==> src/rtl/key_mdio_sequencer_pkg.sv <==
// Shared types and constants for the key/poll MDIO sequencer.
// Holds the FSM state type, MDIO opcodes, PHY register map and config ROM.
package mdio_seq_pkg;

   typedef enum logic [1:0] {
      ST_IDLE,
      ST_REQ,
      ST_WAIT_DONE,
      ST_NEXT
   } seq_state_t;

   localparam logic OP_READ  = 1'b1;
   localparam logic OP_WRITE = 1'b0;

   localparam logic [4:0] REG_BMCR = 5'd0;
   localparam logic [4:0] REG_BMSR = 5'd1;
   localparam logic [4:0] REG_ANAR = 5'd4;

   typedef struct packed {
      logic        op;
      logic [4:0]  reg_addr;
      logic [15:0] data;
   } mdio_cmd_t;

   localparam int ROM_DEPTH = 4;

   // Soft reset, advertise 10/100 FD/HD, restart AN, then read status.
   localparam mdio_cmd_t CFG_ROM [0:ROM_DEPTH-1] = '{
      '{OP_WRITE, REG_BMCR, 16'h8000},
      '{OP_WRITE, REG_ANAR, 16'h01E1},
      '{OP_WRITE, REG_BMCR, 16'h1200},
      '{OP_READ,  REG_BMSR, 16'h0000}
   };

   // Status read: any read of BMSR refreshes the published link status.
   function automatic logic is_status_read(
      input logic       op,
      input logic [4:0] reg_addr
   );
      return (op == OP_READ) && (reg_addr == REG_BMSR);
   endfunction

endpackage

==> src/rtl/key_mdio_sequencer_poll_timer.sv <==
// Free-running poll timer for the MDIO sequencer.
// Counts 0..POLL_MAX and flags the terminal count for one cycle.
module poll_timer #(
   parameter logic [25:0] POLL_MAX = 26'd49_999_999
) (
   input  logic sys_clk,
   input  logic sys_rst,
   output logic tc
);

   logic [25:0] count;

   assign tc = (count == POLL_MAX);

   // Count every cycle, wrapping from the terminal count to zero.
   always_ff @(posedge sys_clk) begin
      if (sys_rst) begin
         count <= 26'd0;
      end else if (tc) begin
         count <= 26'd0;
      end else begin
         count <= count + 26'd1;
      end
   end

endmodule

==> src/rtl/key_mdio_sequencer.sv <==
// Arbitrates key-launched PHY config and periodic status polls
// onto one MDIO master request/ack/done handshake.
module key_mdio_sequencer
   import mdio_seq_pkg::*;
#(
   parameter logic [4:0]  PHY_ADDR = 5'd1,
   parameter logic [25:0] POLL_MAX = 26'd49_999_999,
   parameter logic [2:0]  SEQ_LEN  = 3'd4
) (
   input  logic        sys_clk,
   input  logic        sys_rst,
   input  logic        key_flag,
   output logic        mdio_req,
   output logic        mdio_op,
   output logic [4:0]  mdio_phy_addr,
   output logic [4:0]  mdio_reg_addr,
   output logic [15:0] mdio_wdata,
   input  logic        mdio_ack,
   input  logic        mdio_done,
   input  logic [15:0] mdio_rdata,
   output logic        busy,
   output logic        status_valid,
   output logic [15:0] status_data,
   output logic        link_up
);

   seq_state_t state;

   logic       cfg_pend;
   logic       poll_pend;
   logic       cfg_active;
   logic [2:0] step;
   logic [2:0] step_nx;
   logic       poll_tc;
   logic       seq_more;
   logic       cfg_launch;
   logic       poll_launch;
   logic       key_accept;
   mdio_cmd_t  rom_first;
   mdio_cmd_t  rom_next;

   poll_timer #(
      .POLL_MAX (POLL_MAX)
   ) u_poll_timer (
      .sys_clk (sys_clk),
      .sys_rst (sys_rst),
      .tc      (poll_tc)
   );

   assign step_nx   = step + 3'd1;
   assign rom_first = CFG_ROM[0];
   assign rom_next  = CFG_ROM[step_nx[1:0]];

   assign seq_more = cfg_active
                  && (step < (SEQ_LEN - 3'd1));

   assign cfg_launch  = (state == ST_IDLE)
                     && cfg_pend;
   assign poll_launch = (state == ST_IDLE)
                     && !cfg_pend
                     && poll_pend;

   // A key is taken unless a sequence is running; the
   // final NEXT cycle already counts as finished.
   assign key_accept = key_flag
                    && (!cfg_active
                        || ((state == ST_NEXT)
                            && !seq_more));

   assign mdio_phy_addr = PHY_ADDR;
   assign busy          = (state != ST_IDLE);
   assign link_up       = status_data[2];

   // Pending-source latches; poll terminal counts do not stack.
   always_ff @(posedge sys_clk) begin
      if (sys_rst) begin
         cfg_pend  <= 1'b0;
         poll_pend <= 1'b0;
      end else begin
         if (cfg_launch) begin
            cfg_pend <= 1'b0;
         end else if (key_accept) begin
            cfg_pend <= 1'b1;
         end
         if (poll_tc) begin
            poll_pend <= 1'b1;
         end else if (poll_launch) begin
            poll_pend <= 1'b0;
         end
      end
   end

   // Sequencer FSM with registered MDIO and status outputs.
   always_ff @(posedge sys_clk) begin
      if (sys_rst) begin
         state         <= ST_IDLE;
         step          <= 3'd0;
         cfg_active    <= 1'b0;
         mdio_req      <= 1'b0;
         mdio_op       <= 1'b0;
         mdio_reg_addr <= 5'd0;
         mdio_wdata    <= 16'h0000;
         status_valid  <= 1'b0;
         status_data   <= 16'h0000;
      end else begin
         status_valid <= 1'b0;
         unique case (state)
            ST_IDLE: begin
               if (cfg_pend) begin
                  step          <= 3'd0;
                  cfg_active    <= 1'b1;
                  mdio_op       <= rom_first.op;
                  mdio_reg_addr <= rom_first.reg_addr;
                  mdio_wdata    <= rom_first.data;
                  mdio_req      <= 1'b1;
                  state         <= ST_REQ;
               end else if (poll_pend) begin
                  mdio_op       <= OP_READ;
                  mdio_reg_addr <= REG_BMSR;
                  mdio_wdata    <= 16'h0000;
                  mdio_req      <= 1'b1;
                  state         <= ST_REQ;
               end
            end
            ST_REQ: begin
               if (mdio_ack) begin
                  mdio_req <= 1'b0;
                  state    <= ST_WAIT_DONE;
               end
            end
            ST_WAIT_DONE: begin
               if (mdio_done) begin
                  if (is_status_read(mdio_op,
                                     mdio_reg_addr)) begin
                     status_data  <= mdio_rdata;
                     status_valid <= 1'b1;
                  end
                  state <= ST_NEXT;
               end
            end
            ST_NEXT: begin
               if (seq_more) begin
                  step          <= step_nx;
                  mdio_op       <= rom_next.op;
                  mdio_reg_addr <= rom_next.reg_addr;
                  mdio_wdata    <= rom_next.data;
                  mdio_req      <= 1'b1;
                  state         <= ST_REQ;
               end else begin
                  cfg_active <= 1'b0;
                  state      <= ST_IDLE;
               end
            end
            default: begin
               state <= ST_IDLE;
            end
         endcase
      end
   end

endmodule

==> config.mk <==
export PLATFORM = sky130hd
export DESIGN_NAME = key_mdio_sequencer
export DESIGN_NICKNAME = d
export VERILOG_FILES = /design/src/rtl/key_mdio_sequencer_pkg.sv /design/src/rtl/key_mdio_sequencer_poll_timer.sv /design/src/rtl/key_mdio_sequencer.sv
export SDC_FILE = /design/constraint.sdc
export NUM_CORES = 1
export LEC_CHECK = 0
export BUFFER_PORTS_ARGS = -buffer_cell sky130_fd_sc_hd__buf_2
export CORE_MARGIN = 5
export CORE_UTILIZATION = 48
export CTS_BUF_LIST = sky130_fd_sc_hd__clkbuf_16
export DETAILED_ROUTE_END_ITERATION = 12
export GPL_TIMING_DRIVEN = 0
export PLACE_DENSITY = 0.84
export REMOVE_ABC_BUFFERS = 1
export SYNTH_ARGS = -nofsm -noshare
export SYNTH_HDL_FRONTEND = slang
export SYNTH_HIERARCHICAL = 1
export SYNTH_SLANG_ARGS = --single-unit
==> constraint.sdc <==
create_clock -name sys_clk -period 1.8 [get_ports sys_clk]
set_input_delay 0.09 -clock sys_clk [delete_from_list [all_inputs] [get_ports sys_clk]]
set_output_delay 0.09 -clock sys_clk [all_outputs]
set_load 0.005 [all_outputs]
# Yosys cells after proc, flatten, opt, wreduce, memory -nomap -nowiden

Cells that the tools add are included.
W data, S select, Z words.

$lt $le $gt $ge: 2
$add $sub $neg: 2
Bitwise gates (word level): 3
Mux-type cells: 34
Equal/unequal tests: 11
Reduce and logical (&&, ||, !) cells: 25

Operator list:

| operator                | number |
|---|---|
| $mux W16                | 3 |
| $bmux W22 S2            | 1 |
| $mux W22                | 2 |
| $pmux W16 S2            | 1 |
| $add A26 B1 Y26 const B | 1 |
| $eq A26 B26 Y1 const B  | 1 |
| $mux W5                 | 3 |
| $reduce_and A3 Y1       | 5 |
| $mux W1                 | 12 |
| $ne A2 B2 Y1 const B    | 5 |
| $pmux W5 S2             | 1 |
| $mux W2                 | 4 |
| $pmux W2 S4             | 1 |
| $logic_and A1 B1 Y1     | 7 |
| $mux W3                 | 2 |
| $pmux W3 S2             | 1 |
| $reduce_bool A2 Y1      | 3 |
| $eq A5 B1 Y1 const B    | 1 |
| $eq A2 B2 Y1 const B    | 2 |
| $pmux W1 S2             | 2 |
| $reduce_and A4 Y1       | 1 |
| $reduce_or A2 Y1        | 2 |
| $add A3 B1 Y3 const B   | 1 |
| $ge A3 B3 Y1 const B    | 1 |
| other kinds (11)        | 14 |

Input bits: 21
Logic and storage cells: 89
Output and inout bits: 47
Register bits after elaboration: 74

# Depth between registers and ports, before layout

Depth in word-level cells: 7
Gate-level depth with buffers: 7

# By module

Netlist, hierarchy kept.

By module, submodules not included:

| module             | area an instance (µm²) | cells each | seq. area each (µm²) | instances |
|---|---|---|---|---|
| key_mdio_sequencer | 1,534.0                | 188        | 600.6                | 1 |
| poll_timer         | 1,261.2                | 142        | 520.5                | 1 |

# Least setup slack after synthesis

OpenSTA, ideal clock, no wires.

Path kind: register to register
Start: reg state[0]
End: reg mdio_req
Buffers on the path: 0
Arrival time: 1,536 ps
Library setup time: 121 ps
Cell stages (with the launch flop): 7
Path slack: 143 ps
Cells stage by stage: dfxtp_1 > inv_1 > ha_1 > or3b_4 > nand2_2 > nor3_1 > mux2_4

Longest elaborated chain between the ends: 3
Elaborated cells on any way between the ends: 9
Those cells by class: eq/ne: 5; mux: 1; reduce/logical: 3

RTL lines:

| what                                           | RTL line                  | RTL |
|---|---|---|
| start: declaration                             | key_mdio_sequencer.sv:27  | `seq_state_t state;` |
| start signal: assignment                       | key_mdio_sequencer.sv:96  | `state <= ST_IDLE;` |
| start signal: assignment                       | key_mdio_sequencer.sv:116 | `state <= ST_REQ;` |
| start signal: assignment                       | key_mdio_sequencer.sv:122 | `state <= ST_REQ;` |
| $eq A2 B2 Y1 (tied with other cells)           | key_mdio_sequencer.sv:107 | `unique case (state)` |
| $ne A2 B2 Y1 (no line) (tied with other cells) | n/a                       |  |
| $reduce_and A4 Y1 (no line)                    | n/a                       |  |
| end signal: assignment                         | key_mdio_sequencer.sv:115 | `mdio_req <= 1'b1;` |
| end signal: assignment                         | key_mdio_sequencer.sv:121 | `mdio_req <= 1'b1;` |
| end signal: assignment                         | key_mdio_sequencer.sv:127 | `mdio_req <= 1'b0;` |
| end: declaration                               | key_mdio_sequencer.sv:13  | `output logic mdio_req,` |

Parallel ways exist; a longest one is shown, timed or not.
A chain may end at the register's enable or synchronous reset.

# Final worst setup path

Start: reg state[1]
End: reg mdio_req

Same word-level chain as after synthesis.

==> results.txt <==
Synth top area share: 0.401
HPWL after detailed placement: 4.16 mm
Worst Min Path Start: mdio_rdata[11]
CP required: 1.98 ns
Slowest cell on crit path: dfxtp_1
Synth area leader: dfxtp_1
CTS Hold Bufs: 0
Die ar.: 0.00745 mm²
max-cap viol count: 0
CTS root buf: clkbuf_16
crit path max fanout: 8
vias in the first global route: 2,201
worst r2r dst: mdio_req$_SDFFE_PP0P_
Die Span Y: 86.3 µm
worst reg-to-reg path cell count: 6
syn avg cell area: 8.47 µm²
Syn Inst Count: 330
ys async rst share: 0
final setup fails: 0
FF-to-FF setup slack: 0.04 ns
Clk Latency, worst-skew pair: 0.29 ns
Largest stage delay, worst path: 0.46 ns
Power Density: 929 mW/mm²
wire per inst: 13.7 µm
Synth-to-Final Area Change: 14.1%
largest cells by area after synthesis: dfxtp_1 (40%), buf_4 (7.0%), a21oi_1 (6.8%), nand2_1 (5.6%), ha_1 (4.9%)
core area: 0.00557 mm²
commonest non-fill, non-tap cell in the layout: dfxtp_1
reg-to-reg startpoint: state[1]$_SDFFE_PP0P_
Sink Count: 56
Worst Hold End: status_data[11]$_SDFFE_PP0P_
Vias per Instance: 5.43
CP arrival: 1.95 ns
row cnt: 27
die span in x: 86.3 µm
register area share after synthesis: 0.401
CTS HTree Levels: 2
initial antenna violation count: 0
minimum clock period after layout: 1.76 ns
DRC viols: 0
clock buffer count from CTS: 5
CTS Buffer Depth: 2
Top FF cell, synth: dfxtp_1
commonest non-fill, non-tap cells in the layout: dfxtp_1 (54), buf_2 (51), nand2_1 (42), a21oi_1 (38), nor2_1 (23)
First-pass DRT Iterations: 4
Crit Path Category: reg -> reg
CTS tree: yes
GRT Total Usage: 0.159
Max IR drop VDD: 0.436 mV
grt ovf: 0
Via Count: 2,413
Post-DP Area: 0.00296 mm²
final core utilization: 0.572
Distinct cells, synth: 48
Worst Tran Pin Value: 0.663 ns
FMAX: 567 MHz
worst hold path type: in -> reg
largest net degree at the start of global routing: 38
Hold Path Depth: 3
status: finished, final reports clean
gp weighted congestion: 0.790
Antenna Cells: 0
design area: 0.00319 mm²
IO buf count: 51
first-pass GRT wire length: 9.85 mm
Final Max Slew Viols: 0
Layout fillers: 492
Post-layout nets: 403
Initial Utilization: 0.501
endpoints failing hold: 0
relative slew slack: 0.558
CP endpoint kind: flop
Pwr Total: 2960 µW
Routed Wire Length: 6.09 mm
Post-Synthesis Cell Area: 0.00280 mm²
EDFF count, synth: 0
fraction of layout cells with a size suffix above 1: 0.242
clock skew: 0.00477 ns
worst path buffer plus inverter count: 1
Synth warnings: 6
Synth Register Bits: 56
Final Cycle Share: 0.980
CP Cell Sequence: inv_2 > ha_4 > or3b_4 > nand2_2 > nor3_1 > mux2_4
IO Pins: 68
Pleak: 0.00127 µW
Top delay family on crit path: simple AND/OR/NAND/NOR gates
clk slew on worst S/H paths: 0.07 ns
Worst setup SP type: flop
Post-DRT Antenna Nets: 0
Iteration-0 DRC Markers: 129
## stage by stage
step / hold slack [ns] / cells / setup slack [ns] / TNS, ns
2_1_floorplan: 0.159 / 309 / 0.143 / 0
3_3_place_gp: 0.331 / 432 / 0.0249 / 0
3_5_place_dp: 0.336 / 432 / -0.0200 / -0.0200
4_1_cts: 0.0286 / 442 / 0.0104 / 0
5_1_grt: 0.0354 / 444 / -0.0758 / -0.132
6_report: 0.0335 / 444 / 0.0368 / 0
## worst min-delay path: cells and delay by family
| kind | cells | cell delay (ns) |
|---|---|---|
| simple gates | 1 | 0.04 |
| compound gates | 1 | 0.05 |
| buf+inv | 1 | 0.09 |
## area by class of cell
cell class | instances | area, µm² | share of cell area
multi-input combinational | 242 | 1500 | 0.469
sequential | 56 | 1120 | 0.352
timing repair buffer | 55 | 285 | 0.0895
clock buffer | 5 | 125 | 0.0392
tap | 72 | 90.1 | 0.0283
inverter | 11 | 41.3 | 0.0130
clock inverter | 3 | 27.5 | 0.00863
## routing by layer
| layer | vias up | GRT usage | wire [µm] | share of wire |
|---|---|---|---|---|
| met5 | - | 0 | 0 | 0 |
| met4 | 0 | 0.0538 | 65 | 0.011 |
| met3 | 8 | 0.0390 | 434 | 0.071 |
| met2 | 70 | 0.273 | 2910 | 0.48 |
| met1 | 1142 | 0.194 | 2680 | 0.44 |
| li1 | 1193 | - | - | - |
## worst max path at each step
stage | from | slack (ns) | to | depth (start not counted)
after CTS | u_poll_timer/count[0]$_SDFF_PP0_ | 0.01 | u_poll_timer/count[18]$_SDFF_PP0_ | 5
after global routing | state[1]$_SDFFE_PP0P_ | -0.08 | mdio_req$_SDFFE_PP0P_ | 6
after global placement | u_poll_timer/count[0]$_SDFF_PP0_ | 0.02 | u_poll_timer/count[22]$_SDFF_PP0_ | 5
final | state[1]$_SDFFE_PP0P_ | 0.04 | mdio_req$_SDFFE_PP0P_ | 6
after floorplan | state[0]$_SDFFE_PP0P_ | 0.14 | mdio_req$_SDFFE_PP0P_ | 6
after detailed placement | u_poll_timer/count[0]$_SDFF_PP0_ | -0.02 | u_poll_timer/count[18]$_SDFF_PP0_ | 5
## state kept, by name, summed over array words and instances (netlist names)
register            flops
cfg_active              1
mdio_wdata              3
cfg_pend                1
u_poll_timer/count     26
status_valid            1
mdio_req                1
mdio_reg_addr           1
poll_pend               1
status_data            16
step                    3
state                   2
## Yosys cell counts (3+ instances only)
master / count
o21ai_0: 15
nand2b_1: 3
dfxtp_1: 56
o31ai_1: 5
nand3_1: 11
nor3_1: 3
buf_2: 4
inv_1: 11
or3_1: 6
nand4_1: 10
a21oi_1: 38
and4_1: 4
nand4b_1: 3
clkbuf_1: 5
and3_2: 3
xnor2_1: 6
ha_1: 11
or4_1: 3
buf_4: 26
nand2_1: 42
xor2_1: 6
nor2_1: 23
## report_power, final
| part | switching (µW) | leakage [µW] | total [µW] | internal [µW] |
|---|---|---|---|---|
| combinational | 323 | 0.000749 | 592 | 269 |
| sequential | 75.2 | 0.000453 | 1380 | 1310 |
| clock | 459 | 0.0000719 | 988 | 529 |
## cells by family after synthesis
kind of cell	after synthesis	share of synthesized area
other cells	2	0.00269
mux	3	0.0125
compound gates	69	0.140
xor+xnor	12	0.0376
fa+ha+maj	11	0.0492
buf+inv	46	0.0985
flops	56	0.401
simple gates	131	0.258
## timing repair
action | 4_1_cts | 5_1_grt
resized for setup | 2 | 12
pin swaps | 1 | 0
setup buffers | 2 | 2
setup endpoints to repair | 5 | 34
cloned | 0 | 0
endpoints found under the hold margin | 0 | 0
(Power assumes the default switching activity.)
